## config.mk

```make
export PLATFORM = sky130hd
export DESIGN_NAME = alu_arbiter
export DESIGN_NICKNAME = d
export VERILOG_FILES = /design/src/rtl/alu_arb_pkg.sv /design/src/rtl/alu_core.sv /design/src/rtl/alu_arbiter.sv
export SDC_FILE = /design/constraint.sdc
export NUM_CORES = 1
export LEC_CHECK = 0
export CAP_MARGIN = 20
export CORE_ASPECT_RATIO = 1.75
export CORE_UTILIZATION = 50
export CTS_BUF_LIST = sky130_fd_sc_hd__clkbuf_4 sky130_fd_sc_hd__clkbuf_8 sky130_fd_sc_hd__clkbuf_16
export DETAILED_ROUTE_END_ITERATION = 16
export GPL_ROUTABILITY_DRIVEN = 0
export GPL_TIMING_DRIVEN = 0
export PLACE_DENSITY = 0.8
export SYNTH_ARGS = -nofsm -noshare
export SYNTH_HDL_FRONTEND = slang
export SYNTH_SLANG_ARGS = --single-unit
```

## constraint.sdc

```tcl
create_clock -name clk -period 2.9 [get_ports clk]
set_clock_uncertainty 0.15 [all_clocks]
set_input_delay 0.87 -clock clk [delete_from_list [all_inputs] [get_ports clk]]
set_output_delay 0.87 -clock clk [all_outputs]
set_load 0.005 [all_outputs]
```

## src/rtl/alu_arb_pkg.sv

```systemverilog
// Shared definitions for the two-requester ALU arbiter: opcodes, FSM states
// and the default datapath width.
package alu_arb_pkg;

    localparam int DW_DEFAULT = 8;

    localparam logic [2:0] OP_AND = 3'b000;
    localparam logic [2:0] OP_OR  = 3'b001;
    localparam logic [2:0] OP_ADD = 3'b010;
    localparam logic [2:0] OP_SUB = 3'b011;

    typedef enum logic [1:0] {
        S_IDLE = 2'd0,
        S_EXEC = 2'd1,
        S_DONE = 2'd2
    } state_t;

endpackage

```

## src/rtl/alu_core.sv

```systemverilog
// Purely combinational ALU: AND/OR/ADD/SUB with carry, zero and
// illegal-opcode flags.
module alu_core
    import alu_arb_pkg::*;
#(
    parameter int DW = DW_DEFAULT
) (
    input  logic [2:0]    op,
    input  logic [DW-1:0] a,
    input  logic [DW-1:0] b,
    output logic [DW-1:0] result,
    output logic          zero,
    output logic          cout,
    output logic          err
);

    logic [DW:0] sum;

    always_comb begin
        // NOTE: every output gets a default before the case so no path leaves it unassigned (no latch).
        sum    = '0;
        result = '0;
        cout   = 1'b0;
        err    = 1'b0;
        case (op)
            OP_AND: result = a & b;
            OP_OR:  result = a | b;
            OP_ADD: begin
                sum           = {1'b0, a} + {1'b0, b};
                {cout, result} = sum;
            end
            // Two's-complement subtract; carry-out high means no borrow.
            OP_SUB: begin
                sum           = {1'b0, a} + {1'b0, ~b} + {{DW{1'b0}}, 1'b1};
                {cout, result} = sum;
            end
            default: err = 1'b1;
        endcase
    end

    assign zero = (result == '0);

endmodule

```

## src/rtl/alu_arbiter.sv

```systemverilog
// Round-robin arbiter in front of a single ALU; one transaction in flight,
// response held until the consumer accepts it.
module alu_arbiter
    import alu_arb_pkg::*;
#(
    parameter int DW = DW_DEFAULT
) (
    input  logic          clk,
    input  logic          rst,

    input  logic          req0_valid,
    output logic          req0_ready,
    input  logic [2:0]    req0_op,
    input  logic [DW-1:0] req0_a,
    input  logic [DW-1:0] req0_b,

    input  logic          req1_valid,
    output logic          req1_ready,
    input  logic [2:0]    req1_op,
    input  logic [DW-1:0] req1_a,
    input  logic [DW-1:0] req1_b,

    output logic          rsp_valid,
    input  logic          rsp_ready,
    output logic          rsp_id,
    output logic [DW-1:0] rsp_result,
    output logic          rsp_zero,
    output logic          rsp_cout,
    output logic          rsp_err
);

    state_t        state;
    logic          last;
    logic          gnt0;
    logic          gnt1;
    logic [2:0]    cap_op;
    logic [DW-1:0] cap_a;
    logic [DW-1:0] cap_b;
    logic          cap_id;

    logic [DW-1:0] core_result;
    logic          core_zero;
    logic          core_cout;
    logic          core_err;

    // On a tie the requester not served last wins; last==1 means requester 1.
    always_comb begin
        gnt0 = 1'b0;
        gnt1 = 1'b0;
        if (state == S_IDLE && !rst) begin
            if (req0_valid && req1_valid) begin
                gnt0 = last;
                gnt1 = !last;
            end else begin
                gnt0 = req0_valid;
                gnt1 = req1_valid;
            end
        end
    end

    assign req0_ready = gnt0;
    assign req1_ready = gnt1;

    alu_core #(.DW(DW)) u_core (
        .op     (cap_op),
        .a      (cap_a),
        .b      (cap_b),
        .result (core_result),
        .zero   (core_zero),
        .cout   (core_cout),
        .err    (core_err)
    );

    // NOTE: sequential state uses non-blocking assignments so every register samples pre-edge values.
    always_ff @(posedge clk) begin
        if (rst) begin
            state      <= S_IDLE;
            last       <= 1'b1;
            cap_op     <= '0;
            cap_a      <= '0;
            cap_b      <= '0;
            cap_id     <= 1'b0;
            rsp_valid  <= 1'b0;
            rsp_id     <= 1'b0;
            rsp_result <= '0;
            rsp_zero   <= 1'b0;
            rsp_cout   <= 1'b0;
            rsp_err    <= 1'b0;
        end else begin
            case (state)
                S_IDLE: begin
                    if (gnt0 || gnt1) begin
                        cap_op <= gnt1 ? req1_op : req0_op;
                        cap_a  <= gnt1 ? req1_a  : req0_a;
                        cap_b  <= gnt1 ? req1_b  : req0_b;
                        cap_id <= gnt1;
                        last   <= gnt1;
                        state  <= S_EXEC;
                    end
                end
                S_EXEC: begin
                    rsp_result <= core_result;
                    rsp_zero   <= core_zero;
                    rsp_cout   <= core_cout;
                    rsp_err    <= core_err;
                    rsp_id     <= cap_id;
                    rsp_valid  <= 1'b1;
                    state      <= S_DONE;
                end
                S_DONE: begin
                    if (rsp_ready) begin
                        rsp_valid <= 1'b0;
                        state     <= S_IDLE;
                    end
                end
                default: state <= S_IDLE;
            endcase
        end
    end

endmodule

```

==> results of run 1 <==
[worst max-delay path, stage by stage]
cell and delay, ns:
dlygate4sd2_1 0.27, nand2b_1 0.08, nand4b_1 0.20, inv_2 0.14, dlygate4sd2_1 0.24
[power breakdown]
| group | leakage, nW | internal [mW] | switching (mW) |
|---|---|---|---|
| combinational | 0.916 | 0.241 | 0.269 |
| sequential | 0.295 | 0.542 | 0.0431 |
| clock | 0.0541 | 0.254 | 0.191 |
| total | 1.27 | 1.04 | 0.503 |
[routing by layer]
layer  up-vias  global-route usage, %  part of all wire, %  wire (µm)
met1      1159                   31.7                   39       2480
met2        71                   48.8                   55       3560
met3        15                   3.38                  3.1        200
li1       1247                      -                    -          -
met5         -                      0                    0          0
met4         0                   8.96                  3.0        191
[logic make-up (layout without fill, tap and decap cells)]
| group | Yosys count | after routing | share of synthesized area (%) |
|---|---|---|---|
| AO/OA/AOI/OAI | 78 | 78 | 23.2 |
| XOR/XNOR | 4 | 4 | 1.43 |
| adder cells (fa/ha/maj) | 26 | 26 | 13.9 |
| buffers and inverters | 47 | 115 | 7.75 |
| flip-flops | 36 | 36 | 29.4 |
| multiplexers | 3 | 3 | 1.73 |
| AND/OR/NAND/NOR | 128 | 128 | 22.7 |
[through the flow]
| stage | utilization, % | cells |
|---|---|---|
| floorplan | - | 322 |
| global placement | 65.7 | 431 |
| detailed placement | 65.7 | 431 |
| CTS | 69.1 | 442 |
| global route | 69.1 | 442 |
| finish | 69.1 | 442 |
[final timing paths]
kind	from	endpoint	slack [ns]
worst max-delay path	req1_valid	req0_ready	0.08
worst max register to register	cap_b[0]$_SDFFE_PP0P_	rsp_result[6]$_SDFFE_PP0P_	0.17
worst min register to register	rsp_result[7]$_SDFFE_PP0P_	rsp_result[7]$_SDFFE_PP0P_	0.30
worst min-delay path	rsp_result[7]$_SDFFE_PP0P_	rsp_result[7]$_SDFFE_PP0P_	0.30
[cell usage in the layout (no fill, tap or decap), types with 2 or more instances in the layout]
| cell type | count |
|---|---|
| nand2b_1 | 4 |
| ha_1 | 24 |
| clkbuf_8 | 6 |
| a311oi_1 | 20 |
| clkbuf_1 | 12 |
| nand2_1 | 61 |
| nor2_1 | 38 |
| a31oi_1 | 2 |
| inv_1 | 25 |
| mux2i_1 | 2 |
| nand3b_1 | 3 |
| a2111o_1 | 2 |
| nand3_1 | 3 |
| nor3_1 | 5 |
| buf_2 | 5 |
| o21a_1 | 2 |
| a21o_1 | 2 |
| xnor2_1 | 3 |
| o21ai_0 | 8 |
| a211oi_1 | 5 |
| dlygate4sd2_1 | 5 |
| clkdlybuf4s50_1 | 52 |
| o31a_1 | 2 |
| nor2b_1 | 4 |
| a21oi_1 | 21 |
| fa_1 | 2 |
| buf_4 | 5 |
| dfxtp_1 | 36 |
[sequential cells by signal, indices dropped and copies added (netlist names), 2 cells and up]
signal      flops
cap_op          3
state           2
cap_a           8
rsp_result      8
cap_b           8
[layout make-up]
type                       count  area [µm²]
multi-input combinational    239        1560
fill                         420        1460
sequential                    36         721
timing repair buffer          62         602
inverter                      26        97.6
buffer                        19        95.1
clock buffer                   5        68.8
tap                           52        65.1
clock inverter                 3        42.5
[what timing repair did]
item | CTS | global route
endpoints found under the hold margin | 0 | 0
pin swaps | 0 | 1
resized for setup | 14 | 1
cloned | 0 | 0
endpoints found under the setup margin | 2 | 1
hold buffers | 0 | 0
buffers inserted | 4 | 1
==> results_dict.tcl, run 1 <==
set metrics [dict create \
    outcome "finished, final reports clean" \
    rsz0062_at_grt "no" \
    layout-drive-gt1-share_pct 7.69 \
    chipHeight_um 94.7 \
    floorplan.rows 33 \
    syn_nets 391 \
    synth_top_area_share_pct 29.4 \
    synth_ff_type "dfxtp_1" \
    synthTopCellsByArea "dfxtp_1, ha_1, nand2_1" \
    finalSetupTns_ns 0 \
    wl_per_cell_um 14.6 \
    finalSetupViolCount 0 \
    crit_path_start_kind "primary input" \
    slew_headroom_pct 63.7 \
    drt_wl_total_mm 6.43 \
    cts_tree "built" \
    grt_max_degree 13 \
    fin_area_um2 3250 \
    peakVddDrop_mv 0.448 \
    root_buffer "clkbuf_8" \
    grtUsageTotal_pct 27.3 \
    finalMaxSlewViolations 0 \
    ant_nets 0 \
    synth_most_common_cell "nand2_1" \
    final_net_count 458 \
    die_w_um 55.0 \
    critical_path_class "in2out" \
    worst_skew_pair.late_latency_ns 0.29 \
    synth_area_um2 2450 \
    end_kind "primary output" \
    die_area_um2 5200 \
    synth_edf_count 0 \
    num_vias 2492 \
    clk_pin_slew_worst_paths_ns 0.07 \
    dr.pass1.iters 4 \
    first_global_vias 2305 \
    post_dp_cell_area_um2 3090 \
    fin_ws_ns 0.0803 \
    synth_top_area_cell "dfxtp_1" \
    finalHoldViolCount 0 \
    grt_antenna_before_repair 0 \
    p_total_mw 1.54 \
    fin_crit_ns 2.82 \
    yosysSeqAreaShare_pct 29.4 \
    required_ns 1.88 \
    ys_warn_count 0 \
    ys_types 49 \
    holdCritPathClass "reg2reg" \
    clock_path_buffers 2 \
    holdPathStages 2 \
    drc_errors 0 \
    worst_pin_slew_ns 0.531 \
    htree_levels 2 \
    cap_violations 0 \
    clock-sinks 36 \
    grt_pass1_wl_mm 10.5 \
    pin_count 58 \
    synth-seq-cells 36 \
    min_period_over_period_pct 97.2 \
    powerDensity_nw_per_um2 474 \
    core-area_um2 4710 \
    antenna_cells 0 \
    first_iter_violations 72 \
    async_flop_share_pct 0 \
    cts_buffers 5 \
    synthCells 322 \
    post-place-ws_ns -1.05 \
    vias_per_cell 5.64 \
    r2r_cells 10 \
    initial_utilization_pct 52.2 \
    synthTopCellsByCount "nand2_1, nor2_1, dfxtp_1" \
    leakage_nw 1.27 \
    worstPathArrival_ns 1.80 \
    timing.fmax_mhz 355 \
    postSynthAreaPerCell_um2 7.62 \
    holdWs_ns 0.303 \
    io_buffers 57 \
    area_growth_pct 32.5 \
    dpl.hpwl_mm 4.96 \
    overflow 0 \
    cp_max_fo 4 \
]
Power figures use the tool's default switching activity.
==> run 2: changes to the inputs <==
Settings changed: CELL_PAD_IN_SITES_DETAIL_PLACEMENT set to 1, CELL_PAD_IN_SITES_GLOBAL_PLACEMENT set to 1, CORE_UTILIZATION 50 to 36, CTS_CLUSTER_SIZE set to 20, PLACE_DENSITY 0.8 to unset, PLACE_DENSITY_LB_ADDON set to 0.1.
==> run 2 against run 1 <==
Power rose by 16%. Die area rose by 38%. Hold slack improved by 0.0039 ns. Via count rose by 3.3%. Cell count rose by 9.0%. Critical path type unchanged. Largest cell class unchanged.
==> results_dict.tcl, run 2 (same netlist as run 1, synthesis figures left out) <==
set metrics [dict create \
    fin_ws_ns 0.0311 \
    floorplan.rows 39 \
    ant_nets 0 \
    first_global_vias 2666 \
    first_iter_violations 90 \
    min_period_over_period_pct 98.9 \
    root_buffer "clkbuf_16" \
    antenna_cells 0 \
    end_kind "primary output" \
    clock-sinks 36 \
    area_growth_pct 45.1 \
    core-area_um2 6540 \
    slew_headroom_pct 54.9 \
    peakVddDrop_mv 0.258 \
    crit_path_start_kind "primary input" \
    powerDensity_nw_per_um2 503 \
    htree_levels 2 \
    required_ns 1.88 \
    worst_skew_pair.late_latency_ns 0.29 \
    mostFrequentLayoutCells "nand2_1, clkdlybuf4s50_1, dfxtp_1" \
    grt_pass1_wl_mm 12.6 \
    reg_top3 "cap_a x8, cap_b x8, rsp_result x8" \
    grt_antenna_before_repair 0 \
    final_net_count 468 \
    io_buffers 57 \
    utilization_pct 54.5 \
    cts_buffers 5 \
    cap_violations 0 \
    critical_path_class "in2out" \
    register_area_um2 721 \
    holdCritPathClass "reg2reg" \
    overflow 0 \
    finalHoldViolCount 0 \
    dpl.hpwl_mm 5.77 \
    finalSetupViolCount 0 \
    chipHeight_um 111 \
    layout-drive-gt1-share_pct 16.0 \
    clk_pin_slew_worst_paths_ns 0.06 \
    grt_max_degree 13 \
    holdWs_ns 0.307 \
    hold_buffers 0 \
    outcome "finished, final reports clean" \
    initial_utilization_pct 37.5 \
    worstPathArrival_ns 1.85 \
    drc_errors 0 \
    num_vias 2575 \
    vias_per_cell 5.34 \
    die_w_um 64.4 \
    leakage_nw 1.37 \
    fin_crit_ns 2.87 \
    multi_input_area_um2 1650 \
    finalMaxSlewViolations 0 \
    cp_max_fo 3 \
    post-place-ws_ns -1.19 \
    clock_path_buffers 2 \
    grtUsageTotal_pct 23.0 \
    p_total_mw 1.79 \
    cts_tree "built" \
    fillers 826 \
    dr.pass1.iters 4 \
    timing.fmax_mhz 349 \
    wl_per_cell_um 16.8 \
    worst_pin_slew_ns 0.676 \
    layout_commonest_cell "nand2_1" \
    pin_count 58 \
    finalSetupTns_ns 0 \
    drt_wl_total_mm 8.09 \
    die_area_um2 7170 \
]
[run 2: cell types whose count changed in the layout (fill, tap and decap cells not counted), moves of 2 or more]
cell / delta
clkbuf_1: -3
nor2_2: +8
a311oi_1: -9
buf_8: +2
dlygate4sd2_1: -2
buf_4: +6
buf_6: +3
clkbuf_2: +2
a311oi_2: +9
clkbuf_8: -4
nor2_1: -8
clkbuf_16: +6
[run 2: power by group]
part           switching (mW)  total [mW]  internal [mW]  leakage, nW
clock                   0.226       0.630          0.404       0.0798
sequential             0.0440       0.587          0.543        0.295
combinational           0.303       0.575          0.273        0.996
[run 2: path summary, 6_finish.rpt]
kind,from,endpoint,slack (ns),cells after the start
worst max-delay path,req1_valid,req0_ready,0.03,5
worst min-delay path,rsp_result[0]$_SDFFE_PP0P_,rsp_result[0]$_SDFFE_PP0P_,0.31,2
worst max register to register,cap_a[1]$_SDFFE_PP0P_,rsp_zero$_SDFFE_PP0P_,0.12,9
worst min register to register,rsp_result[0]$_SDFFE_PP0P_,rsp_result[0]$_SDFFE_PP0P_,0.31,2
[run 2: metal layers]
layer / global-route usage [%] / vias up / routed length (µm)
met5: 0 / - / 0
met3: 4.32 / 13 / 205
li1: - / 1266 / -
met1: 22.8 / 1237 / 3000
met2: 45.1 / 59 / 4700
met4: 8.44 / 0 / 187
[run 2: stage by stage]
stage	std cells	cell area, µm²
after floorplan	322	2450
after global placement	461	3130
after detailed placement	461	3130
after CTS	481	3440
after global routing	482	3560
final	482	3560
[run 2: timing repair]
item                       4_1_cts  5_1_grt
setup endpoints to repair        3       21
gates cloned                     0        1
gates resized for setup         25       30
pin swaps                        1        2
setup buffers                   13        1
[run 2: cell type report]
cell class	instances	share of cell area (%)
buffer	20	3.90
clock buffer	5	3.51
clock inverter	3	1.19
inverter	26	2.81
multi-input combinational	239	46.2
sequential	36	20.2
tap	82	2.88
timing repair buffer	71	19.3
[run 2: critical path: stages]
cell and delay (ns):
dlygate4sd2_1 0.28, nand2b_1 0.13, nand4b_1 0.21, inv_4 0.12, dlygate4sd2_1 0.24
